===== config.mk =====
export PLATFORM = sky130hd
export DESIGN_NAME = uc_queue_mp
export DESIGN_NICKNAME = d
export VERILOG_FILES = /design/src/rtl/ucq_pkg.sv /design/src/rtl/ucq_cam_match.sv /design/src/rtl/uc_queue_mp.sv
export SDC_FILE = /design/constraint.sdc
export NUM_CORES = 1
export LEC_CHECK = 0
export BUFFER_PORTS_ARGS = -buffer_cell sky130_fd_sc_hd__buf_2
export CAP_MARGIN = 40
export CORE_MARGIN = 4
export CORE_UTILIZATION = 40
export CTS_CLUSTER_DIAMETER = 30
export CTS_CLUSTER_SIZE = 10
export DETAILED_ROUTE_END_ITERATION = 12
export PLACE_DENSITY_LB_ADDON = 0.25
export SYNTH_ARGS = -nofsm -noshare
export SYNTH_HDL_FRONTEND = slang
export SYNTH_HIERARCHICAL = 1
export SYNTH_SLANG_ARGS = --single-unit

===== constraint.sdc =====
create_clock -name clk -period 12.99 [get_ports clk]
set_input_delay 3.2475 -clock clk [delete_from_list [all_inputs] [get_ports clk]]
set_output_delay 3.2475 -clock clk [all_outputs]
set_load 0.01 [all_outputs]

===== src/rtl/ucq_pkg.sv =====
// Shared literal definitions for the unit-clause queue and the blocks around it.
// A literal is a polarity bit (MSB, 1 = negated) above a variable index.
`ifndef LIT_IDX_MAX
`define LIT_IDX_MAX 127
`endif

package ucq_pkg;

  localparam int LIT_W = $clog2(`LIT_IDX_MAX) + 1;

  typedef logic [LIT_W-1:0] lit_t;

  function automatic lit_t lit_neg(input lit_t l);
    return {~l[LIT_W-1], l[LIT_W-2:0]};
  endfunction

endpackage


===== src/rtl/ucq_cam_match.sv =====
// Compares one literal against every queue entry under the valid mask and
// reports an exact hit and a complement hit.
module ucq_cam_match
  import ucq_pkg::*;
#(
  parameter int DEPTH = 16,
  parameter int LIT_W = 8
) (
  input  logic [LIT_W-1:0]            lit,
  input  logic [DEPTH-1:0][LIT_W-1:0] entries,
  input  logic [DEPTH-1:0]            valid_mask,
  output logic                        same_hit,
  output logic                        comp_hit
);

  logic [LIT_W-1:0] comp;

  always_comb begin
    comp     = {~lit[LIT_W-1], lit[LIT_W-2:0]};
    same_hit = 1'b0;
    comp_hit = 1'b0;
    for (int i = 0; i < DEPTH; i++) begin
      same_hit = same_hit | (valid_mask[i] & (entries[i] == lit));
      comp_hit = comp_hit | (valid_mask[i] & (entries[i] == comp));
    end
  end

endmodule


===== src/rtl/uc_queue_mp.sv =====
// Multi-push unit-clause queue: deduplicating circular FIFO of literals with
// sticky conflict (literal and complement both queued) and overflow flags.
module uc_queue_mp
  import ucq_pkg::*;
#(
  parameter int DEPTH    = 16,
  parameter int NUM_PUSH = 2,
  parameter int LIT_W    = ucq_pkg::LIT_W
) (
  input  logic                            clk,
  input  logic                            rst,
  input  logic                            flush,
  input  logic [NUM_PUSH-1:0]             push,
  input  logic [NUM_PUSH-1:0][LIT_W-1:0]  uca2ucq,
  input  logic                            pop,
  output logic [LIT_W-1:0]                ucq2eng,
  output logic                            empty,
  output logic                            full,
  output logic [$clog2(DEPTH+1)-1:0]      count,
  output logic                            conflict,
  output logic [LIT_W-2:0]                conflict_var,
  output logic                            overflow
);

  localparam int PW = $clog2(DEPTH);
  localparam int CW = $clog2(DEPTH + 1);

  logic [DEPTH-1:0][LIT_W-1:0] mem;
  logic [PW-1:0]               head;
  logic [PW-1:0]               tail;
  logic [DEPTH-1:0]            valid_mask;
  logic [PW-1:0]               mask_off;

  logic [NUM_PUSH-1:0]         req_valid;
  logic [NUM_PUSH-1:0]         same_hit;
  logic [NUM_PUSH-1:0]         comp_hit;
  logic [NUM_PUSH-1:0]         dup_pend;
  logic [NUM_PUSH-1:0]         pair_comp;
  logic [NUM_PUSH-1:0]         accept;
  logic [NUM_PUSH-1:0]         conf;
  logic [NUM_PUSH-1:0][PW-1:0] wr_idx;
  logic [PW-1:0]               ofs;
  logic [CW-1:0]               n_acc;
  logic                        conf_found;
  logic [LIT_W-2:0]            conf_sel;
  logic                        pop_ok;

  assign empty   = (count == {CW{1'b0}});
  assign full    = (count > CW'(DEPTH - NUM_PUSH));
  assign pop_ok  = pop & ~empty;
  assign ucq2eng = empty ? {LIT_W{1'b0}} : mem[head];

  // An entry is live when its distance from head is below count.
  always_comb begin
    mask_off   = {PW{1'b0}};
    valid_mask = {DEPTH{1'b0}};
    for (int i = 0; i < DEPTH; i++) begin
      mask_off      = PW'(i) - head;
      valid_mask[i] = (CW'(mask_off) < count);
    end
  end

  for (genvar g = 0; g < NUM_PUSH; g++) begin : g_cam
    ucq_cam_match #(.DEPTH(DEPTH), .LIT_W(LIT_W)) u_cam (
      .lit        (uca2ucq[g]),
      .entries    (mem),
      .valid_mask (valid_mask),
      .same_hit   (same_hit[g]),
      .comp_hit   (comp_hit[g])
    );
  end

  // Per-channel accept/conflict decisions and packed tail slot assignment.
  always_comb begin
    req_valid  = {NUM_PUSH{1'b0}};
    dup_pend   = {NUM_PUSH{1'b0}};
    pair_comp  = {NUM_PUSH{1'b0}};
    accept     = {NUM_PUSH{1'b0}};
    conf       = {NUM_PUSH{1'b0}};
    wr_idx     = '0;
    ofs        = {PW{1'b0}};
    n_acc      = {CW{1'b0}};
    conf_found = 1'b0;
    conf_sel   = {(LIT_W-1){1'b0}};
    for (int p = 0; p < NUM_PUSH; p++) begin
      req_valid[p] = push[p] & (uca2ucq[p][LIT_W-2:0] != {(LIT_W-1){1'b0}});
    end
    for (int p = 0; p < NUM_PUSH; p++) begin
      for (int q = 0; q < NUM_PUSH; q++) begin
        dup_pend[p]  = dup_pend[p] | ((q < p) & req_valid[q] & (uca2ucq[q] == uca2ucq[p]));
        pair_comp[p] = pair_comp[p] | ((q != p) & req_valid[q] &
                       (uca2ucq[q] == {~uca2ucq[p][LIT_W-1], uca2ucq[p][LIT_W-2:0]}));
      end
      accept[p] = req_valid[p] & ~full & ~same_hit[p] & ~dup_pend[p];
      conf[p]   = req_valid[p] & ~full & (comp_hit[p] | pair_comp[p]);
      wr_idx[p] = tail + ofs;
      ofs       = ofs + PW'(accept[p]);
      n_acc     = n_acc + CW'(accept[p]);
      if (conf[p] && !conf_found) begin
        conf_found = 1'b1;
        conf_sel   = uca2ucq[p][LIT_W-2:0];
      end else begin
        conf_found = conf_found;
      end
    end
  end

  // Entry storage is never reset; empty masks the head output instead.
  always_ff @(posedge clk) begin
    for (int p = 0; p < NUM_PUSH; p++) begin
      if (!rst && !flush && accept[p]) begin
        mem[wr_idx[p]] <= uca2ucq[p];
      end
    end
  end

  // Pointers, occupancy and sticky flags.
  always_ff @(posedge clk) begin
    if (rst || flush) begin
      head         <= {PW{1'b0}};
      tail         <= {PW{1'b0}};
      count        <= {CW{1'b0}};
      conflict     <= 1'b0;
      conflict_var <= {(LIT_W-1){1'b0}};
      overflow     <= 1'b0;
    end else begin
      head  <= head + PW'(pop_ok);
      tail  <= tail + ofs;
      count <= count + n_acc - CW'(pop_ok);
      if (conf_found && !conflict) begin
        conflict     <= 1'b1;
        conflict_var <= conf_sel;
      end
      if (full && (|req_valid)) begin
        overflow <= 1'b1;
      end
    end
  end

endmodule


Word level (Yosys, flattened, before mapping) --
Index checks and enable logic that the tools add are counted.
Storage, ports and cells: register bits 150, bits of input ports 22, output and inout bits 24, word-level logic and storage cells 312
Cells by class: add/sub/neg operators 23, order comparisons 22, equality and inequality tests 67, mux-type cells 15, bitwise logic cells 146, reduce and logical (&&, ||, !) cells 17
Operator list (number):
- 8-bit == test | 67
- 128-bit bitwise mux | 2
- 128-bit 2-to-1 mux | 2
- 4-bit by 5-bit < comparator with 1-bit output | 16
- 1-bit bitwise AND | 77
- 8-bit demux with 4-bit select | 2
- 1-bit OR | 62
- 8-bit binary-select mux with 4-bit select | 1
- 8-bit 2-to-1 mux | 4
- 4-bit subtractor (first input constant) | 8
- 3-bit by 4-bit subtractor with 4-bit output (first input constant) | 4
- 4-bit by 5-bit < comparator with 1-bit output (second input constant) | 3
- 7-bit 2-to-1 mux | 2
- 7-bit nonzero test | 2
- 4-bit by 1-bit adder with 4-bit output | 2
- 4-bit by 1-bit greater-or-equal comparator with 1-bit output (second input constant) | 2
- 1-bit logical AND | 8
- 1-bit by 4-bit subtractor with 4-bit output (first input constant) | 2
- 2-bit by 4-bit subtractor with 4-bit output (first input constant) | 2
- 1-bit NOT | 7
- 5-bit by 2-bit adder with 5-bit output | 1
- 5-bit by 4-bit > comparator with 1-bit output (second input constant) | 1
- 5-bit logical NOT | 1
- 5-bit by 1-bit subtractor with 5-bit output | 1
- other kinds (6) | 11

Depth between registers and ports, before layout --
depth after elaboration 27, gate-level depth with buffers 29, depth with buffers taken out 26

Cells and area by module --
Netlist, hierarchy kept.
Modules (own cells, without submodules):
- uc_queue_mp | times used 1, cells each 976, area an instance 9161.3 µm², seq. area each 3002.9 µm²
- ucq_cam_match | times used 2, cells each 241, area an instance 1946.9 µm², seq. area each 0.0 µm²

Least setup slack after synthesis --
Ideal clock, no wire load.
kind input to register, start point in uca2ucq[12] (netlist name), end point reg count[4], setup time 128 ps, arrival 6522 ps, required time 12862 ps, path slack 6341 ps, stages 22, buffers on the path 3, cells stage by stage buf_6 -> buf_8 -> xnor2_1 -> nand2_1 -> nor4_1 -> nor3_1 -> a22o_1 -> nand4_1 -> inv_1 -> and2_4 -> buf_12 -> ha_1 -> inv_1 -> ha_1 -> inv_1 -> ha_1 -> fa_1 -> a21oi_1 -> nor2_1 -> nor2_1 -> xor2_1 -> nor2_1
On the way: longest elaborated chain between the ends 23, elaborated cells on any way between the ends 59, classes of those cells add/sub (3); eq/ne (17); bitwise (38); reduce/logical (1)
RTL lines:
- from (decl) | line uc_queue_mp.sv:14 | input logic [NUM_PUSH-1:0][LIT_W-1:0] uca2ucq,
- 8-bit == test | line ucq_cam_match.sv:23 | same_hit = same_hit | (valid_mask[i] & (entries[i] == lit));
- 1-bit bitwise AND | line ucq_cam_match.sv:23
- 1-bit OR (14 in series) | line ucq_cam_match.sv:23
- 1-bit OR * | line ucq_cam_match.sv:23
- net same_hit[1] | line uc_queue_mp.sv:35 | logic [NUM_PUSH-1:0] same_hit;
- 1-bit NOT * | line uc_queue_mp.sv:94 | accept[p] = req_valid[p] & ~full & ~same_hit[p] & ~dup_pend[p];
- 1-bit bitwise AND * (2 in series) | line uc_queue_mp.sv:94
- 1-bit by 1-bit adder with 2-bit output * | line uc_queue_mp.sv:98 | n_acc = n_acc + CW'(accept[p]);
- 5-bit by 2-bit adder with 5-bit output * | line uc_queue_mp.sv:129 | count <= count + n_acc - CW'(pop_ok);
- 5-bit by 1-bit subtractor with 5-bit output * | line uc_queue_mp.sv:129
- to (signal assigned) | line uc_queue_mp.sv:122 | count <= {CW{1'b0}};
- to (signal assigned) | line uc_queue_mp.sv:129
- to (decl) | line uc_queue_mp.sv:19 | output logic [$clog2(DEPTH+1)-1:0] count,
The timed path passes the listed nets; every way through them passes the cells marked *. A chain may end at the register's enable or synchronous reset.

Final worst setup path --
start point in uca2ucq[14] (netlist name), end point reg count[4]
The elaborated chain is that of the path after synthesis.

==> run_results.csv <==
group,metric,value,unit
timing,setup_ws,4.89,ns
clock_network,clock-sinks,150,
floorplan,fp.dieW,189,um
critical_path,crit_buf_inv,5,
synthesis,ys.flop_type,"dfxtp_1",
timing,min_period,8.10,ns
clock_network,hold_buffers,0,
clock_network,cts_buffers,17,
floorplan,die_h,189,um
layout,fillers,3141,
route,final_antenna_net_count,0,
grt,gr-total-overflow,0,
clock_network,clockBufferDepth,2,
synthesis,syn_nets,1532,
critical_path,path_class,"in2reg",
power_and_ir_drop,peakVddDrop,0.0961,mV
floorplan,row_count,65,
layout,synthToLayoutAreaGrowth,7.08,%
timing,worst_slew_pin_slew,0.888,ns
synthesis,yosys_warnings,6,
placement,dp_slack,4.75,ns
clock_network,root_buffer,"clkbuf_16",
placement,portBuffers,45,
clock_network,clkTransAtPathRegs,0.07,ns
synthesis,synth_edf_count,0,
critical_path,crit_family,"simple AND/OR/NAND/NOR gates",
floorplan,die-area,35600,um^2
min_path,hp-class,"reg2reg",
synthesis,ys_types,65,
timing,period_share,62.3,%
critical_path,crit_fanout,35,
route,drtPass1Iterations,5,
floorplan,core_area,31900,um^2
layout,final_core_util,43.9,%
timing,hold_viol,0,
flow_run,drv_cap,0,
clock_network,worstSkewPairLatency,0.45,ns
timing,setup_viol,0,
synthesis,synthesis.area,13100,um^2
critical_path,crit_chain,"buf_2 > buf_4 > xnor2_1 > nand4_1 > nor4_1 > a2111o_1 > a211oi_1 > nand4_1 > inv_1 > and2_4 > ha_1 > inv_1 > ha_1 > inv_1 > ha_1 > fa_1 > a21oi_1 > nor2_1 > nor2_1 > xor2_1 > nor2_1",
layout,fin_nets,1521,
timing,holdWs,0.497,ns
clock_network,post_cts_resized,0,
grt,grtUsageTotal,24.3,%
route,routed_wl,43800,um
placement,place_congestion,0.915,
critical_path,critPathSlowestCell,"a211oi_1",
timing,report.final.slew_viol_count,0,
route,via_count,10900,
critical_path,crit_path_end_kind,"flop",
timing,fmax,124,MHz
outcome,status,"finished clean",
route,routedWlPerCell,23.1,um
route,remaining_drc_errors,0,
critical_path,start_kind,"input pin",
synthesis,synthArstFlopShare,0,%
route,via_per_inst,5.77,
layout,drive_gt1_share,12.5,%
critical_path,cp.arrival,8.42,ns
floorplan,initial_core_util,40.9,%
synthesis,synth-seq-area-share,23.0,%
clock_network,htree_levels,4,
power_and_ir_drop,leakage,5.11,nW
floorplan,pin_count,46,
grt,antenna_found_initial,1,
grt,grt_pass1_wl,66400,um
synthesis,synthCells,1458,
placement,place_hpwl,30100,um
critical_path,max_stage_delay,0.59,ns
timing,max_slew_margin,40.1,%
route,drt_iter0_drc,1022,
synthesis,syn_area_per_cell,8.95,um^2
timing,rsz0062_at_grt,"false",
synthesis,synth_seq_cells,150,
clock_network,cts_setup_buffers,0,
critical_path,cp.required,13.31,ns
clock_network,cts_tree,"done",
layout,antenna_cells,0,
grt,grt_max_degree,40,
timing,tns,0,ns
timing,finClkSkew,0.0101,ns
grt,grt_pass1_vias,10500,
power_and_ir_drop,p_per_area,142,nW/um^2
## cells in the mapped netlist (all sizes together) (3+ instances only)
library cell  number  area share (%)
or3                3            0.14
a2111oi            4            0.58
nor3b              9            0.59
inv               32            0.92
xnor2            235              16
mux2i            128             9.8
nand2b             4            0.19
nor2b             23             1.1
nor4b              6            0.61
clkbuf            33            0.97
nand3b             6            0.35
ha                50             4.8
nand3             25            0.96
a21o              26             1.5
a211oi             5            0.38
xor2              41             2.8
and2               8            0.40
a22oi              9            0.52
o21ai             43             1.6
nor4              23             1.3
dfxtp            150              23
nand4             74             4.8
mux4              40             6.9
and3               7            0.34
nor3              41             1.6
a21oi            116             4.4
nor2             136             3.9
buf               73             5.2
or4                6            0.35
nand2             80             2.3
## where the power goes
part	switching [mW]	total (mW)	internal [mW]
registers	0.103	0.625	0.523
logic	0.430	0.766	0.336
clock network	0.225	0.594	0.369
## cell usage in the layout, fill, tap and decap left out, types with 7 or more instances in the layout
cell type	Yosys	final
nor3_1	39	39
nand4_4	9	9
nand4_1	61	61
xor2_1	41	41
ha_1	50	50
inv_1	31	31
buf_2	29	45
nand3_1	25	25
a22oi_1	9	9
a21o_1	26	26
nor2b_1	23	23
nand2_1	80	80
nor2_1	136	136
dfxtp_1	150	149
and2_1	7	7
nor3b_1	7	7
nor4_1	21	21
mux2i_1	128	128
and3_1	7	7
mux4_2	40	40
o21ai_0	37	37
buf_4	5	28
a21oi_1	116	116
clkbuf_16	0	17
xnor2_1	234	233
## worst paths after layout
kind          startpoint        to  slack (ns)  depth (start not counted)
max          uca2ucq[14]  count[4]        4.89                         21
max reg2reg      head[0]  count[4]        6.22                         27
min             overflow  overflow        0.50                          2
min reg2reg     overflow  overflow        0.50                          2
## final cells by class
cell class	instances	area, um^2	area share, %
Sequential cell	150	3000	21.5
Multi-Input combinational cell	1169	9150	65.4
Clock inverter	13	244	1.75
Timing Repair Buffer	76	473	3.38
Tap cell	435	544	3.89
Clock buffer	19	443	3.17
Inverter	33	124	0.886
## cells by family after synthesis
kind of cell             count (synthesis)  synth area share (%)
multiplexers                           168                  16.7
AO/OA/AOI/OAI                          219                  10.3
XOR/XNOR                               276                  18.7
AND/OR/NAND/NOR                        454                  19.1
flip-flops                             150                  23.0
buffers and inverters                  139                  7.15
adder cells (fa/ha/maj)                 52                  5.10
## worst min-delay path, stage by stage (launching register included)
cell and delay [ns]:
dfxtp_1 0.33, nor2_1 0.05, nor2_1 0.08
## stage by stage
step                      cell area [um^2]  std cells  total power, mW
after floorplan                      13100       1458             1.17
after global placement               13200       1856             1.38
after CTS                            14000       1895             1.99
final                                14000       1895             1.98
after global routing                 14000       1895             2.10
after detailed placement             13300       1863             1.39
## layer usage
metal / part of all wire, % / up-vias / track usage (%) / wire, um
met5: 0 / - / 0 / 0
met4: 3.0 / 0 / 8.27 / 1330
met3: 9.1 / 74 / 6.39 / 4010
met2: 46 / 441 / 38.5 / 20000
met1: 42 / 5294 / 32.3 / 18500
li1: - / 5126 / - / -
## registers in the layout (all words and copies together) (netlist names)
register and count:
count 5, conflict 1, mem 128, tail 4, overflow 1, head 4
conflict_var 7
Note: power is estimated with default switching activity, not from simulation.
